<file path="src/rtl/ifu_prefetch.sv">
// Instruction prefetch unit: issues one aligned fetch at a time, extracts the
// addressed 32-bit instruction from the returned bus word and queues it with its PC.
module ifu_prefetch #(
    parameter int unsigned     XLEN     = 64,
    parameter int unsigned     BUS_W    = 64,
    parameter int unsigned     DEPTH    = 4,
    parameter logic [XLEN-1:0] RESET_PC = XLEN'(64'h0000000080000000)
) (
    input  logic             clk,
    input  logic             rst,
    output logic             req_valid,
    input  logic             req_ready,
    output logic [XLEN-1:0]  req_addr,
    input  logic             resp_valid,
    input  logic [BUS_W-1:0] resp_data,
    output logic             inst_valid,
    input  logic             inst_ready,
    output logic [31:0]      inst,
    output logic [XLEN-1:0]  inst_pc,
    input  logic             redirect_valid,
    input  logic [XLEN-1:0]  redirect_pc,
    input  logic             halt
);

    localparam int unsigned WORDS = BUS_W / 32;
    localparam int unsigned PTR_W = $clog2(DEPTH);
    localparam int unsigned CNT_W = $clog2(DEPTH + 1);

    typedef enum logic [1:0] {
        S_REQ,
        S_WAIT,
        S_DROP
    } state_t;

    state_t state, state_next;

    logic [XLEN-1:0]  fetch_pc;
    logic [XLEN-1:0]  pend_pc;
    logic [PTR_W-1:0] wr_ptr;
    logic [PTR_W-1:0] rd_ptr;
    logic [CNT_W-1:0] count;

    logic [31:0]      buf_inst [DEPTH];
    logic [XLEN-1:0]  buf_pc   [DEPTH];

    logic             issue;
    logic             push;
    logic             pop;
    logic [31:0]      slice;

    assign req_addr   = fetch_pc & ~XLEN'(BUS_W / 8 - 1);
    assign inst_valid = rst && (count != '0);
    assign inst       = buf_inst[rd_ptr];
    assign inst_pc    = buf_pc[rd_ptr];
    assign pop        = inst_valid && inst_ready;
    assign issue      = req_valid && req_ready;

    // Word lane within the bus beat comes from the PC bits above the byte offset.
    always_comb begin
        slice = resp_data[31:0];
        for (int unsigned w = 0; w < WORDS; w++) begin
            if (((pend_pc >> 2) & XLEN'(WORDS - 1)) == XLEN'(w)) begin
                slice = resp_data[32*w +: 32];
            end
        end
    end

    always_ff @(posedge clk) begin
        if (!rst) begin
            state <= S_REQ;
        end else begin
            state <= state_next;
        end
    end

    always_comb begin
        state_next = state;
        req_valid  = 1'b0;
        push       = 1'b0;
        if (rst) begin
            case (state)
                S_REQ: begin
                    req_valid = (count < CNT_W'(DEPTH)) && !halt && !redirect_valid;
                    if (req_valid && req_ready) begin
                        state_next = S_WAIT;
                    end
                end
                S_WAIT: begin
                    if (redirect_valid) begin
                        state_next = resp_valid ? S_REQ : S_DROP;
                    end else if (resp_valid) begin
                        push       = 1'b1;
                        state_next = S_REQ;
                    end
                end
                S_DROP: begin
                    // A response arriving with a redirect still retires the stale
                    // request, so nothing is left outstanding to wait for.
                    if (resp_valid) begin
                        state_next = S_REQ;
                    end
                end
                default: state_next = S_REQ;
            endcase
        end
    end

    always_ff @(posedge clk) begin
        if (!rst) begin
            fetch_pc <= RESET_PC;
            pend_pc  <= '0;
            wr_ptr   <= '0;
            rd_ptr   <= '0;
            count    <= '0;
        end else begin
            if (issue) begin
                pend_pc <= fetch_pc;
            end

            if (redirect_valid) begin
                fetch_pc <= redirect_pc & ~XLEN'(3);
            end else if (push) begin
                fetch_pc <= pend_pc + XLEN'(4);
            end

            if (redirect_valid) begin
                wr_ptr <= '0;
                rd_ptr <= '0;
                count  <= '0;
            end else begin
                if (push) begin
                    wr_ptr <= wr_ptr + PTR_W'(1);
                end
                if (pop) begin
                    rd_ptr <= rd_ptr + PTR_W'(1);
                end
                case ({push, pop})
                    2'b10:   count <= count + CNT_W'(1);
                    2'b01:   count <= count - CNT_W'(1);
                    default: count <= count;
                endcase
            end
        end
    end

    always_ff @(posedge clk) begin
        if (push) begin
            buf_inst[wr_ptr] <= slice;
            buf_pc[wr_ptr]   <= pend_pc;
        end
    end

endmodule

</file>
<file path="config.mk">
export PLATFORM = sky130hd
export DESIGN_NAME = ifu_prefetch
export DESIGN_NICKNAME = d
export VERILOG_FILES = /design/src/rtl/ifu_prefetch.sv
export SDC_FILE = /design/constraint.sdc
export NUM_CORES = 1
export LEC_CHECK = 0
export BUFFER_PORTS_ARGS = -buffer_cell sky130_fd_sc_hd__buf_2
export CORE_ASPECT_RATIO = 0.8
export CORE_MARGIN = 1.5
export CORE_UTILIZATION = 55
export DETAILED_ROUTE_END_ITERATION = 10
export PLACE_DENSITY = 0.75
export SETUP_SLACK_MARGIN = 0.3
export SYNTH_ARGS = -nofsm -noshare
export SYNTH_HDL_FRONTEND = slang
export SYNTH_SLANG_ARGS = --single-unit
</file>
<file path="constraint.sdc">
create_clock -name clk -period 14.55 [get_ports clk]
set_input_delay 4.365 -clock clk [delete_from_list [all_inputs] [get_ports clk]]
set_output_delay 4.365 -clock clk [all_outputs]
set_load 0.03 [all_outputs]
</file>
==> out/qor.csv, run 1 <==
metric,value,unit
status,"finished, final reports clean",
vias,13600,
synth_seq_cells,523,
slew_headroom,21.4,%
synth_area,21600,µm²
cts_resized,0,
end_kind,primary output,
hold_violations,0,
slew_viol_final,0,
nNetsFinal,1843,
cts_made_buffers,50,
cellLeakagePower,0.00807,µW
post-place-ws,4.80,ns
syn_inst,1509,
post-cts-setup-buffers,0,
fin_util,63.9,%
cts_max_level,2,
via_per_inst,6.05,
fin_skew,0.0119,ns
clk_pin_slew_worst_paths,0.06,ns
drc,0,
final_cell_count_no_fill,2242,
critPathRequiredTime,10.18,ns
die-width,225,µm
synthArstFlopShare,0,%
rows,64,
fin_ws,4.77,ns
cts_sinks,523,
drive_gt1_share,29.8,%
antenna_left,0,
ys_types,54,
grt_max_degree,95,
post-route-min-period,9.78,ns
place_congestion,0.846,
grt_pass1_wl,77900,µm
power_density,122,nW/µm²
grt_pass1_vias,13200,
grt_overflow_total,0,
worstPathArrival,5.42,ns
initial_core_util,56.2,%
antenna_found_initial,3,
peakVddDrop,69.7,µV
setup_violations,0,
seq_area_frac_synth,66.3,%
drt_iter0_markers,1422,
cp_max_fo,20,
clock_latency,0.58,ns
synth.avg_cell_area,14.3,µm²
wl_per_cell,23.0,µm
total_power,2990,µW
gr-usage-all-layers,25.4,%
rsz0062_at_grt,no,
clock-root-buffer,clkbuf_16,
die_height,180,µm
clockBufferDepth,3,
drv_cap,0,
fmax,0.102,GHz
dp.cells,2144,
synth_edf_count,384,
area_delta_synth_final,13.8,%
critPathLaunchType,input port,
crit_type,in -> out,
portBuffers,291,
ys.flop_type,edfxtp_1,
worst_slew_pin_slew,1.17,ns
io-pin-count,297,
synth_warnings,0,
dieArea,40500,µm²
dr.pass1.iters,5,
cts_tree,built,
dp_hpwl,31400,µm
holdCritPathClass,reg -> reg,
postCtsHoldBufs,0,
core,38400,µm²
fin_setup_tns,0,ns
post-route-period-util,67.2,%
wirelength,51500,µm
-- path summary, 6_finish.rpt --
kind	start	endpoint	slack [ns]	cells after the start
max reg2reg	state[0]	buf_inst[3][12]	10.21	5
min reg2reg	fetch_pc[2]	pend_pc[2]	0.45	2
max	rst	req_valid	4.77	4
min	fetch_pc[2]	pend_pc[2]	0.45	2
-- flip-flops by register name, summed over array words and instances, names as in the netlist, named ones only --
register  cells
fetch_pc     64
wr_ptr        2
pend_pc      64
rd_ptr        2
count         3
buf_pc      256
state         2
buf_inst    128
-- per-stage QoR --
stage	hold slack (ns)	cell area [µm²]
final	0.455	24600
after floorplan	0.432	21600
after global routing	0.473	24600
after global placement	0.436	23000
after CTS	0.454	24600
after detailed placement	0.448	23000
-- kinds of logic (layout without fill, tap and decap cells) --
kind of cell	Yosys count	count (layout)	synth area share, %
fa+ha+maj	7	7	0.440
mux	136	136	12.1
flops	523	523	66.3
buf+inv	181	413	4.27
compound gates	205	205	5.81
other cells	1	7	0.0174
xor+xnor	43	43	1.74
simple gates	413	413	9.39
-- metal layers --
layer | GRT usage [%] | share of wire [%] | vias to the layer above
li1 | - | - | 6088
met1 | 36.5 | 42 | 6763
met2 | 39.3 | 46 | 622
met3 | 4.74 | 8.7 | 92
met4 | 8.40 | 2.8 | 0
met5 | 0 | 0 | -
-- where the power goes --
group          leakage (µW)  switching, µW  internal (µW)
registers           0.00466           13.7           1600
logic               0.00264           69.5           39.4
clock network      0.000779            540            727
-- critical path: stages --
cell and delay (ns):
buf_2 0.42, nand2b_1 0.20, nor3b_1 0.20, buf_2 0.22
-- Yosys cell counts (2+ instances only) --
cell type / instances / area share (%)
nor2_1: 40 / 0.69
a21o_1: 3 / 0.10
a21oi_1: 81 / 1.9
a221oi_1: 3 / 0.12
buf_4: 64 / 2.2
a32oi_1: 9 / 0.36
and3_1: 7 / 0.20
xor2_1: 12 / 0.49
mux2_2: 34 / 1.8
nor3_1: 14 / 0.32
nand4b_1: 3 / 0.12
mux4_2: 96 / 10
xnor2_1: 31 / 1.3
a222oi_1: 2 / 0.093
o21ai_1: 3 / 0.069
nor4_1: 23 / 0.67
o21ai_0: 29 / 0.67
clkbuf_1: 78 / 1.4
nand4_1: 22 / 0.64
o31ai_1: 2 / 0.069
nor2b_1: 11 / 0.32
mux2i_1: 6 / 0.28
inv_1: 12 / 0.21
o2bb2ai_1: 2 / 0.081
buf_2: 3 / 0.069
dfxtp_1: 139 / 13
nand2b_1: 3 / 0.087
edfxtp_1: 384 / 53
nand2_1: 194 / 3.4
a22oi_1: 35 / 1.2
o31a_1: 6 / 0.24
a31oi_1: 3 / 0.087
and4_1: 11 / 0.45
or4_1: 8 / 0.28
nor4b_1: 2 / 0.081
ha_1: 6 / 0.35
o22ai_1: 24 / 0.69
and2_1: 10 / 0.29
or3_1: 7 / 0.20
nor3b_1: 5 / 0.17
nand3b_1: 8 / 0.28
nand3_1: 40 / 0.93
buf_1: 23 / 0.40
-- placed cells by master, fill, tap and decap left out, drive strengths merged, types with 23 or more instances in the layout --
master / Yosys / layout
o21ai: 32 / 32
nand2: 194 / 194
nand3: 40 / 40
clkbuf: 78 / 82
xnor2: 31 / 31
nor2: 40 / 40
mux2: 34 / 34
nor4: 23 / 23
buf: 90 / 306
a21oi: 81 / 81
o22ai: 24 / 24
nand4: 23 / 23
edfxtp: 384 / 384
dfxtp: 139 / 139
a22oi: 35 / 35
mux4: 96 / 96
-- area by class of cell --
class	count	area, µm²
repair buffers	306	1570
multi-input cells	807	6400
well taps	495	619
diodes	4	10.0
clock inverters	12	129
fillers	2795	13900
inverters	13	50.0
clock buffers	82	1470
flip-flops and latches	523	14300
No activity file was read; power rests on OpenSTA's default activity.
==> inputs of run 2 (changes only) <==
- clock period: 14.55 -> 10 ns (I/O delays scaled with it)
==> out/qor.csv, run 2 (same netlist as run 1, synthesis figures left out) <==
metric,value,unit
status,"finished, final reports clean",
peakVddDrop,114,µV
setup_violations,0,
dp_hpwl,31300,µm
gr-max-usage-layer,met2,
cts_sinks,523,
fin_ws,2.98,ns
cts_tree,built,
dieArea,40500,µm²
cts_max_level,2,
worstPathArrival,4.02,ns
p_int,3420,µW
postCtsHoldBufs,0,
drv_cap,0,
power_density,176,nW/µm²
crit_family,buffers and inverters,
cellLeakagePower,0.00809,µW
drc,0,
via_per_inst,6.07,
grt_pass1_wl,77800,µm
slowest_delay,0.40,ns
post-route-min-period,7.02,ns
final_common_cell,edfxtp_1,
crit_buf_inv,2,
grt_overflow_total,0,
io-pin-count,297,
worst_slew_pin_slew,1.12,ns
portBuffers,291,
holdCritPathClass,reg -> reg,
die-width,225,µm
rsz0062_at_grt,no,
slew_headroom,25.0,%
rows,64,
clock-root-buffer,clkbuf_16,
grt_pass1_vias,13100,
clkPwrFrac,42.1,%
antenna_found_initial,3,
swShare,21.0,%
fin_skew,0.0213,ns
grt_max_degree,82,
clk_pin_slew_worst_paths,0.06,ns
slew_viol_final,0,
cp_max_fo,20,
clock_latency,0.57,ns
cts_resized,0,
core,38400,µm²
nNetsFinal,1844,
fmax,0.142,GHz
gr-usage-all-layers,25.2,%
reg_top3,"buf_pc (256), buf_inst (128)",
regArea,14300,µm²
crit_type,in -> out,
post-place-ws,2.96,ns
clockBufferDepth,3,
nFillCells,2784,
cp_slowest_cell,buf_2,
antenna_left,0,
mostFrequentLayoutCells,"384 x edfxtp_1, 290 x buf_2, 194 x nand2_1, 136 x dfxtp_1, 96 x mux4_2",
dp.cells,2145,
cts_made_buffers,50,
initial_core_util,56.2,%
gr-usage-met3,4.17,%
drt_iter0_markers,1292,
critPathLaunchType,input port,
fin_setup_tns,0,ns
hold_violations,0,
dr.pass1.iters,5,
pwr-share-seq,54.3,%
combPwrFrac,3.6,%
worst_path_most_repeated_cell,buf_2,
vias,13600,
end_kind,primary output,
wl_per_cell,22.8,µm
wirelength,51100,µm
final_cell_count_no_fill,2242,
place_congestion,0.823,
post-route-period-util,70.2,%
p_sw,908,µW
crit_chain,buf_2 -> nand2b_1 -> nor3b_1 -> buf_2,
grt_use_met1,37.3,%
area_delta_synth_final,13.8,%
grtUsageMet2,38.8,%
largest-register,buf_pc,
drive_gt1_share,30.3,%
die_height,180,µm
post-cts-setup-buffers,0,
fin_util,64.0,%
largest_register_ffs,256,
multi_input_area,6400,µm²
critPathRequiredTime,7.00,ns
run 2: cell count changes in the layout (fill, tap and decap cells not counted), moves of 2 or more:
cell	previous run	this run
bufinv_16	2	0
clkbuf_1	23	14
clkbuf_8	8	12
clkinv_2	6	9
clkinvlp_4	0	2
run 2: through the flow:
step	hold slack (ns)	area, µm²	power [µW]
global placement	0.431	23000	2550
CTS	0.459	24600	4340
finish	0.457	24600	4320
global route	0.473	24600	4440
detailed placement	0.450	23000	2550
floorplan	0.432	21600	2500
run 2: final timing paths:
kind                    start         end  slack [ns]  cells after the start
setup reg to reg     state[0]    count[2]        5.96                     11
setup / recovery          rst   req_valid        2.98                      4
hold / removal    fetch_pc[1]  pend_pc[1]        0.46                      2
hold reg to reg   fetch_pc[1]  pend_pc[1]        0.46                      2
run 2: layer usage:
metal,part of all wire (%),wire length [µm]
met1,44,22300
met2,46,23300
met3,8.1,4160
met4,2.7,1380
met5,0,0
run 2: power by group through the flow:
stage	logic (µW)	registers (µW)	clock network (µW)
after floorplan	116	2390	0
after global placement	153	2390	0
after detailed placement	157	2390	0
after CTS	157	2350	1840
after global routing	169	2350	1920
final	158	2350	1820
run 2: worst reg2reg max path, delay by kind of cell (launching register included):
kind | cells | cell delay, ns
compound gates | 1 | 0.14
xor+xnor | 1 | 0.08
fa+ha+maj | 2 | 0.52
buf+inv | 4 | 1.08
flops | 1 | 0.46
simple gates | 3 | 1.67
run 2: cell type report:
type,count,share of cell area (%)
Tap cell,495,2.52
Inverter,13,0.204
Sequential cell,523,58.3
Clock inverter,17,0.453
Timing Repair Buffer,307,6.42
Antenna cell,3,0.0305
Multi-Input combinational cell,807,26.0
Clock buffer,77,6.08
==> inputs of run 3 (changes only) <==
- CORE_UTILIZATION: 55 -> 52
- PLACE_DENSITY: 0.75 -> 0.74
- clock period: 10 -> 5.9 ns (I/O delays scaled with it)
==> out/qor.csv, run 3 (same netlist as run 1, synthesis figures left out) <==
metric,value,unit
status,"finished, final reports clean",
die_height,185,µm
critPathLaunchType,input port,
grt_overflow_total,0,
crit_type,in -> out,
worstPathArrival,2.83,ns
slowest_delay,0.40,ns
largest_register_ffs,256,
rows,66,
holdWs,0.452,ns
fin_setup_tns,0,ns
cts_sinks,523,
multi_input_area,6400,µm²
io-pin-count,297,
cp_slowest_cell,buf_2,
end_kind,primary output,
final_common_cell,edfxtp_1,
drc,0,
grt_pass1_vias,13100,
place_congestion,0.830,
cellLeakagePower,0.00821,µW
wirelength,51100,µm
crit_buf_inv,2,
largest-register,buf_pc,
wl_per_cell,22.2,µm
fin_ws,1.30,ns
final_area,24900,µm²
hold_violations,0,
r2r_slack,2.56,ns
cts_resized,0,
antenna_found_initial,2,
antenna_left,0,
slew_headroom,30.8,%
clock-root-buffer,clkbuf_16,
clock_latency,0.57,ns
clk_pin_slew_worst_paths,0.06,ns
drv_cap,0,
worst_path_most_repeated_cell,buf_2,
drt_iter0_markers,1286,
reg_top3,"buf_pc (256), buf_inst (128)",
rsz0062_at_grt,no,
post-place-ws,1.26,ns
mostFrequentLayoutCells,"384 x edfxtp_1, 290 x buf_2, 194 x nand2_1, 136 x dfxtp_1, 96 x mux4_2",
crit_chain,buf_2 -> nand2b_1 -> nor3b_1 -> buf_2,
die-width,231,µm
fmax,0.218,GHz
slew_viol_final,0,
postCtsHoldBufs,0,
gr-usage-all-layers,23.8,%
vias,13600,
post-route-min-period,4.60,ns
via_per_inst,5.92,
worst_slew_pin_slew,1.04,ns
post-cts-setup-buffers,0,
initial_core_util,53.0,%
crit_family,buffers and inverters,
cp_max_fo,20,
place_area,23200,µm²
holdCritPathClass,reg -> reg,
cts_tree,built,
critPathRequiredTime,4.13,ns
dr.pass1.iters,5,
grt_max_degree,100,
dp_hpwl,32400,µm
power_density,305,nW/µm²
fin_skew,0.0171,ns
grtUsageMet2,36.8,%
nFillCells,3085,
nNetsFinal,1854,
drive_gt1_share,30.9,%
gr-usage-met3,4.74,%
grt_use_met1,34.2,%
portBuffers,291,
peakVddDrop,182,µV
grt_pass1_wl,76900,µm
regArea,14300,µm²
clockBufferDepth,3,
dieArea,42800,µm²
setup_violations,0,
post-route-period-util,77.9,%
cts_max_level,2,
area_delta_synth_final,15.4,%
core,40800,µm²
cts_made_buffers,49,
gr-max-usage-layer,met2,
==> run 3: cell count changes in the layout (fill, tap and decap cells not counted), sizes merged <==
cell and delta:
clkbuf -19, buf +11, bufinv +8, clkinvlp +5, clkinv +3, diode -2, inv +1
==> run 3: layout make-up <==
type,count,share of cell area [%]
flip-flops and latches,523,57.4
well taps,544,2.73
clock buffers,58,5.47
diodes,1,0.0100
inverters,13,0.201
repair buffers,318,6.96
clock inverters,34,1.52
multi-input cells,807,25.7
==> run 3: worst paths after layout <==
path                                  start      endpoint  depth (start not counted)
worst min-delay path            fetch_pc[2]    pend_pc[2]                          2
worst max register to register   pend_pc[2]  fetch_pc[62]                          8
worst min register to register  fetch_pc[2]    pend_pc[2]                          2
worst max-delay path                    rst     req_valid                          4
==> run 3: metrics by stage <==
stage | std cells | total power (µW) | utilization, %
after floorplan | 1511 | 4240 | -
after global placement | 2205 | 4320 | 56.8
after detailed placement | 2205 | 4330 | 56.8
after CTS | 2297 | 7640 | 61.1
after global routing | 2298 | 7810 | 61.1
final | 2298 | 7600 | 61.1
==> run 3: metal layers <==
layer	part of all wire, %	up-vias
li1	-	6105
met1	43	6784
met2	45	629
met3	9.4	79
met4	2.4	0
met5	0	-
==> run 3: where the power goes <==
| part | switching, µW | total [µW] | leakage [µW] | internal, µW |
|---|---|---|---|---|
| sequential | 32.5 | 3980 | 0.00466 | 3940 |
| clock | 1350 | 3360 | 0.000837 | 2000 |
| combinational | 172 | 270 | 0.00272 | 98.5 |
==> run 3: worst reg2reg max path: cells and delay by family, from the launching register on <==
family	cells	cell delay, ns
buffers and inverters	2	0.68
flip-flops	1	0.31
AND/OR/NAND/NOR	5	1.88
adder cells (fa/ha/maj)	1	0.41
